<file path="config.mk">
export PLATFORM = sky130hd
export DESIGN_NAME = axi_lsu_master
export DESIGN_NICKNAME = d
export VERILOG_FILES = /design/src/rtl/axi_lsu_master.sv
export SDC_FILE = /design/constraint.sdc
export NUM_CORES = 1
export LEC_CHECK = 0
export ABC_AREA = 1
export CAP_MARGIN = 20
export CORE_MARGIN = 1
export CORE_UTILIZATION = 40
export CTS_CLUSTER_DIAMETER = 200
export DETAILED_ROUTE_END_ITERATION = 8
export GPL_TIMING_DRIVEN = 1
export PLACE_DENSITY = 0.82
export SYNTH_ARGS = -nofsm -noshare
export SYNTH_HDL_FRONTEND = slang
export SYNTH_SLANG_ARGS = --single-unit
</file>
<file path="constraint.sdc">
create_clock -name ACLK -period 1.78 [get_ports ACLK]
set_input_delay 0.445 -clock ACLK [delete_from_list [all_inputs] [get_ports ACLK]]
set_output_delay 0.445 -clock ACLK [all_outputs]
set_load 0.01 [all_outputs]
</file>
<file path="src/rtl/axi_lsu_master.sv">
// AXI4-Lite master bridging the CPU load/store unit (one request in flight) onto AR/R or AW/W/B.
// Optional build macro AXI_LSU_TIMEOUT_EN adds a per-state handshake-wait timeout of TIMEOUT cycles.
module axi_lsu_master #(
    parameter int ADDR_W  = 32,
    parameter int DATA_W  = 32,
    parameter int TIMEOUT = 64
) (
    input  logic                ACLK,
    input  logic                ARESETn,
    input  logic                cpu_req,
    input  logic                cpu_we,
    input  logic [ADDR_W-1:0]   cpu_addr,
    input  logic [DATA_W-1:0]   cpu_wdata,
    input  logic [DATA_W/8-1:0] cpu_wstrb,
    output logic                cpu_ready,
    output logic                cpu_resp_valid,
    output logic [DATA_W-1:0]   cpu_rdata,
    output logic                cpu_err,
    output logic [ADDR_W-1:0]   ARADDR_M,
    output logic                ARVALID_M,
    input  logic                ARREADY_M,
    input  logic [DATA_W-1:0]   RDATA_M,
    input  logic [1:0]          RRESP_M,
    input  logic                RVALID_M,
    output logic                RREADY_M,
    output logic [ADDR_W-1:0]   AWADDR_M,
    output logic                AWVALID_M,
    input  logic                AWREADY_M,
    output logic [DATA_W-1:0]   WDATA_M,
    output logic [DATA_W/8-1:0] WSTRB_M,
    output logic                WVALID_M,
    input  logic                WREADY_M,
    input  logic [1:0]          BRESP_M,
    input  logic                BVALID_M,
    output logic                BREADY_M
);

    typedef enum logic [2:0] {IDLE, RD_ADDR, RD_DATA, WR_REQ, WR_RESP} state_t;

    state_t              state;
    logic [ADDR_W-1:0]   addr_q;
    logic [DATA_W-1:0]   wdata_q;
    logic [DATA_W/8-1:0] wstrb_q;
    logic                aw_done, w_done;
    logic                ar_hs, r_hs, aw_hs, w_hs, b_hs;
    logic                aw_fin, w_fin;
    logic                timeout_hit;

    assign cpu_ready = (state == IDLE);
    assign RREADY_M  = (state == RD_DATA);
    assign BREADY_M  = (state == WR_RESP);
    assign ARADDR_M  = addr_q;
    assign AWADDR_M  = addr_q;
    assign WDATA_M   = wdata_q;
    assign WSTRB_M   = wstrb_q;

    assign ar_hs  = ARVALID_M && ARREADY_M;
    assign r_hs   = RVALID_M && RREADY_M;
    assign aw_hs  = AWVALID_M && AWREADY_M;
    assign w_hs   = WVALID_M && WREADY_M;
    assign b_hs   = BVALID_M && BREADY_M;
    assign aw_fin = aw_done || aw_hs;
    assign w_fin  = w_done || w_hs;

`ifdef AXI_LSU_TIMEOUT_EN
    localparam int TO_W = $clog2(TIMEOUT) + 1;

    logic [TO_W-1:0] to_cnt;
    logic            st_move;

    // Any transition this edge restarts the wait count for the next state.
    assign st_move = (state == IDLE) || ar_hs || r_hs || b_hs ||
                     ((state == WR_REQ) && aw_fin && w_fin);
    assign timeout_hit = (state != IDLE) && (to_cnt == TO_W'(TIMEOUT - 1));

    always_ff @(posedge ACLK or negedge ARESETn) begin
        if (!ARESETn)
            to_cnt <= '0;
        else if (st_move || timeout_hit)
            to_cnt <= '0;
        else
            to_cnt <= to_cnt + 1'b1;
    end

    logic unused_ok;
    assign unused_ok = ^{RRESP_M[0], BRESP_M[0]};
`else
    assign timeout_hit = 1'b0;

    logic unused_ok;
    assign unused_ok = ^{RRESP_M[0], BRESP_M[0], (TIMEOUT > 0)};
`endif

    always_ff @(posedge ACLK or negedge ARESETn) begin
        if (!ARESETn) begin
            state          <= IDLE;
            ARVALID_M      <= 1'b0;
            AWVALID_M      <= 1'b0;
            WVALID_M       <= 1'b0;
            cpu_resp_valid <= 1'b0;
            cpu_rdata      <= '0;
            cpu_err        <= 1'b0;
            addr_q         <= '0;
            wdata_q        <= '0;
            wstrb_q        <= '0;
            aw_done        <= 1'b0;
            w_done         <= 1'b0;
        end else begin
            cpu_resp_valid <= 1'b0;
            if (timeout_hit) begin
                state          <= IDLE;
                ARVALID_M      <= 1'b0;
                AWVALID_M      <= 1'b0;
                WVALID_M       <= 1'b0;
                cpu_resp_valid <= 1'b1;
                cpu_err        <= 1'b1;
                cpu_rdata      <= '0;
            end else begin
                case (state)
                    IDLE: if (cpu_req) begin
                        addr_q  <= cpu_addr;
                        wdata_q <= cpu_wdata;
                        wstrb_q <= cpu_wstrb;
                        aw_done <= 1'b0;
                        w_done  <= 1'b0;
                        if (cpu_we) begin
                            state     <= WR_REQ;
                            AWVALID_M <= 1'b1;
                            WVALID_M  <= 1'b1;
                        end else begin
                            state     <= RD_ADDR;
                            ARVALID_M <= 1'b1;
                        end
                    end
                    RD_ADDR: if (ar_hs) begin
                        ARVALID_M <= 1'b0;
                        state     <= RD_DATA;
                    end
                    RD_DATA: if (r_hs) begin
                        cpu_rdata      <= RDATA_M;
                        cpu_err        <= RRESP_M[1];
                        cpu_resp_valid <= 1'b1;
                        state          <= IDLE;
                    end
                    // AW and W retire independently; B is awaited only once both have.
                    WR_REQ: begin
                        if (aw_hs) begin
                            AWVALID_M <= 1'b0;
                            aw_done   <= 1'b1;
                        end
                        if (w_hs) begin
                            WVALID_M <= 1'b0;
                            w_done   <= 1'b1;
                        end
                        if (aw_fin && w_fin)
                            state <= WR_RESP;
                    end
                    WR_RESP: if (b_hs) begin
                        cpu_err        <= BRESP_M[1];
                        cpu_resp_valid <= 1'b1;
                        state          <= IDLE;
                    end
                    default: state <= IDLE;
                endcase
            end
        end
    end

endmodule
</file>
==> flow_summary.ini <==
[status]
status = finished, violations left
failed_checks = DRC

[clock_tree]
cts.sinks = 110
clk_pin_slew_ps = 70
cts_buffers = 9
clock_latency_ps = 340
cts_tree = built
htree_levels = 3
cts_max_path_buffers = 2
root_buffer = clkbuf_16

[detailed_routing]
first_pass_iters = 7
ant_nets = 0
postRouteWirelength_mm = 13.7
viasPerCell = 4.87
wl_per_cell_um = 15.0
vias = 4462
drt_iter0_drc = 295
drc = 42

[job]
max_cap_violations = 0

[die]
num_rows = 39
io_pins = 253
die_w_um = 111
fp.dieH_um = 111
die_area_um2 = 12300
start_util = 0.413
core_area_um2 = 11500

[power]
peakVddDrop_v = 0.000959
power_density_nw_per_um2 = 1780
p_leak_nw = 3.70

[sta]
fmax_mhz = 574
setup_violations = 0
period_minus_slack_ps = 1740
fin_ws_ps = 39.0
rsz0062_at_grt = false
slew_headroom = 0.737
final.setup.tns_ps = 0
drv_slew = 0
hold_slack_ps = 108
tightest_slew_ps = 395
finalClockSkew_ps = 5.56
finalHoldViolations = 0
fin_crit_sh = 0.978

[global_route]
grt-ovfl-total = 0
grt_pass1_wl_mm = 21.7
grt_pass1_vias = 4324
grt_use_total = 0.222
antenna_found_initial = 1
grt_max_degree = 57

[logic_synthesis]
synth_fp_nets = 664
syn_inst = 551
yosysWarnings = 0
avgSynthCellArea_um2 = 8.64
ys_seq_area_frac = 0.578
synth.distinct_cells = 20
synth-seq-cells = 110
synthesis.area_um2 = 4760

[min_path]
hp-class = in2async

[setup_path]
worstPathArrival_ps = 1300
end_kind = output port
path_buf_inv = 1
critPathMaxStageDelay_ps = 570
cp_top_family = buffers and inverters
crit_slowest_cell = clkdlybuf4s50_1
path_cells = clkdlybuf4s50_1
crit_start = ARADDR_M[26]$_DFFE_PN0P_
crit_type = reg2out
required_ps = 1330
timing.rr.start = state[1]$_DFFE_PN0P_
cp-start-kind = flop
cp_max_fo = 3

[finish]
final_nets = 882
final_area_um2 = 7540
final_cell_mix = clkdlybuf4s50_1 (240), nand2_1 (231), nand3_1 (108)
syn_to_final_growth_pct = 58.4
layout_commonest_cell = clkdlybuf4s50_1
drive_above_1_share = 0.0698
fin_util = 0.655
nFillCells = 927
antennaDiodeCount = 0

[placement]
dp_hpwl_mm = 10.0
post_dp_cell_area_um2 = 7220
pre_cts_ws_ps = -18.8
port_buffers = 250
gp_congestion = 0.850
metal layers:
metal / up-vias / wire, µm / global-route usage
met5: - / 0 / 0
met3: 24 / 1260 / 0.0601
met4: 0 / 303 / 0.0892
li1: 2152 / - / -
met2: 210 / 6590 / 0.382
met1: 2076 / 5580 / 0.264
what timing repair did:
action                     CTS  global route
gates resized for setup     15             8
pin swaps                    1             1
hold endpoints to repair     0             0
setup endpoints to repair   13            52
setup buffers                1             0
hold buffers                 0             0
report_power, final:
part	leakage [nW]	switching, W	internal, W
sequential	1.37	0.000811	0.00369
clock	0.142	0.000869	0.00113
combinational	2.19	0.00331	0.00360
total	3.70	0.00499	0.00841
area by class of cell:
cell class	count	area, µm²	share of cell area
timing repair buffer	271	2700	0.358
clock inverter	5	58.8	0.00780
tap	143	179	0.0237
multi-input combinational	363	1560	0.206
clock buffer	11	243	0.0322
inverter	14	52.6	0.00697
sequential	110	2760	0.365
kinds of logic after synthesis:
logic type             synth area share
AOI/OAI and AO/OA                0.0129
buffers and inverters            0.0957
DFF                               0.578
and+or+nand+nor                   0.313
stage by stage:
| step | instances | total power [W] |
|---|---|---|
| floorplan | 551 | 0.00783 |
| global placement | 900 | 0.0112 |
| detailed placement | 900 | 0.0115 |
| CTS | 917 | 0.0135 |
| global route | 917 | 0.0143 |
| finish | 917 | 0.0134 |
path summary, 6_finish.rpt:
check / to / slack [ps] / cells after the start
setup / recovery: AWADDR_M[26] / 40 / 1
hold / removal: ARADDR_M[5]$_DFFE_PN0P_ / 110 / 2
setup reg to reg: WDATA_M[30]$_DFFE_PN0P_ / 150 / 8
hold reg to reg: WDATA_M[23]$_DFFE_PN0P_ / 470 / 2
max in group asynchronous: state[2]$_DFFE_PN0P_ / 1380 / 2
min in group ACLK: WDATA_M[23]$_DFFE_PN0P_ / 470 / 2
cell usage after synthesis (all sizes together):
library cell / instances / area (µm²)
a21oi: 1 / 5.00
inv: 14 / 52.6
nand3: 108 / 541
nor3: 1 / 16.3
clkbuf: 7 / 26.3
dfrtp: 110 / 2750
nand2: 234 / 891
buf: 57 / 377
o31ai: 1 / 7.51
o21ai: 9 / 48.8
nor2: 9 / 43.8
state kept, by name, indices dropped and copies added (netlist names), 3 cells and up:
signal and cells:
cpu_rdata 32, ARADDR_M 32, WSTRB_M 4, WDATA_M 32, state 3
Note: power is estimated with default switching activity, not from simulation.
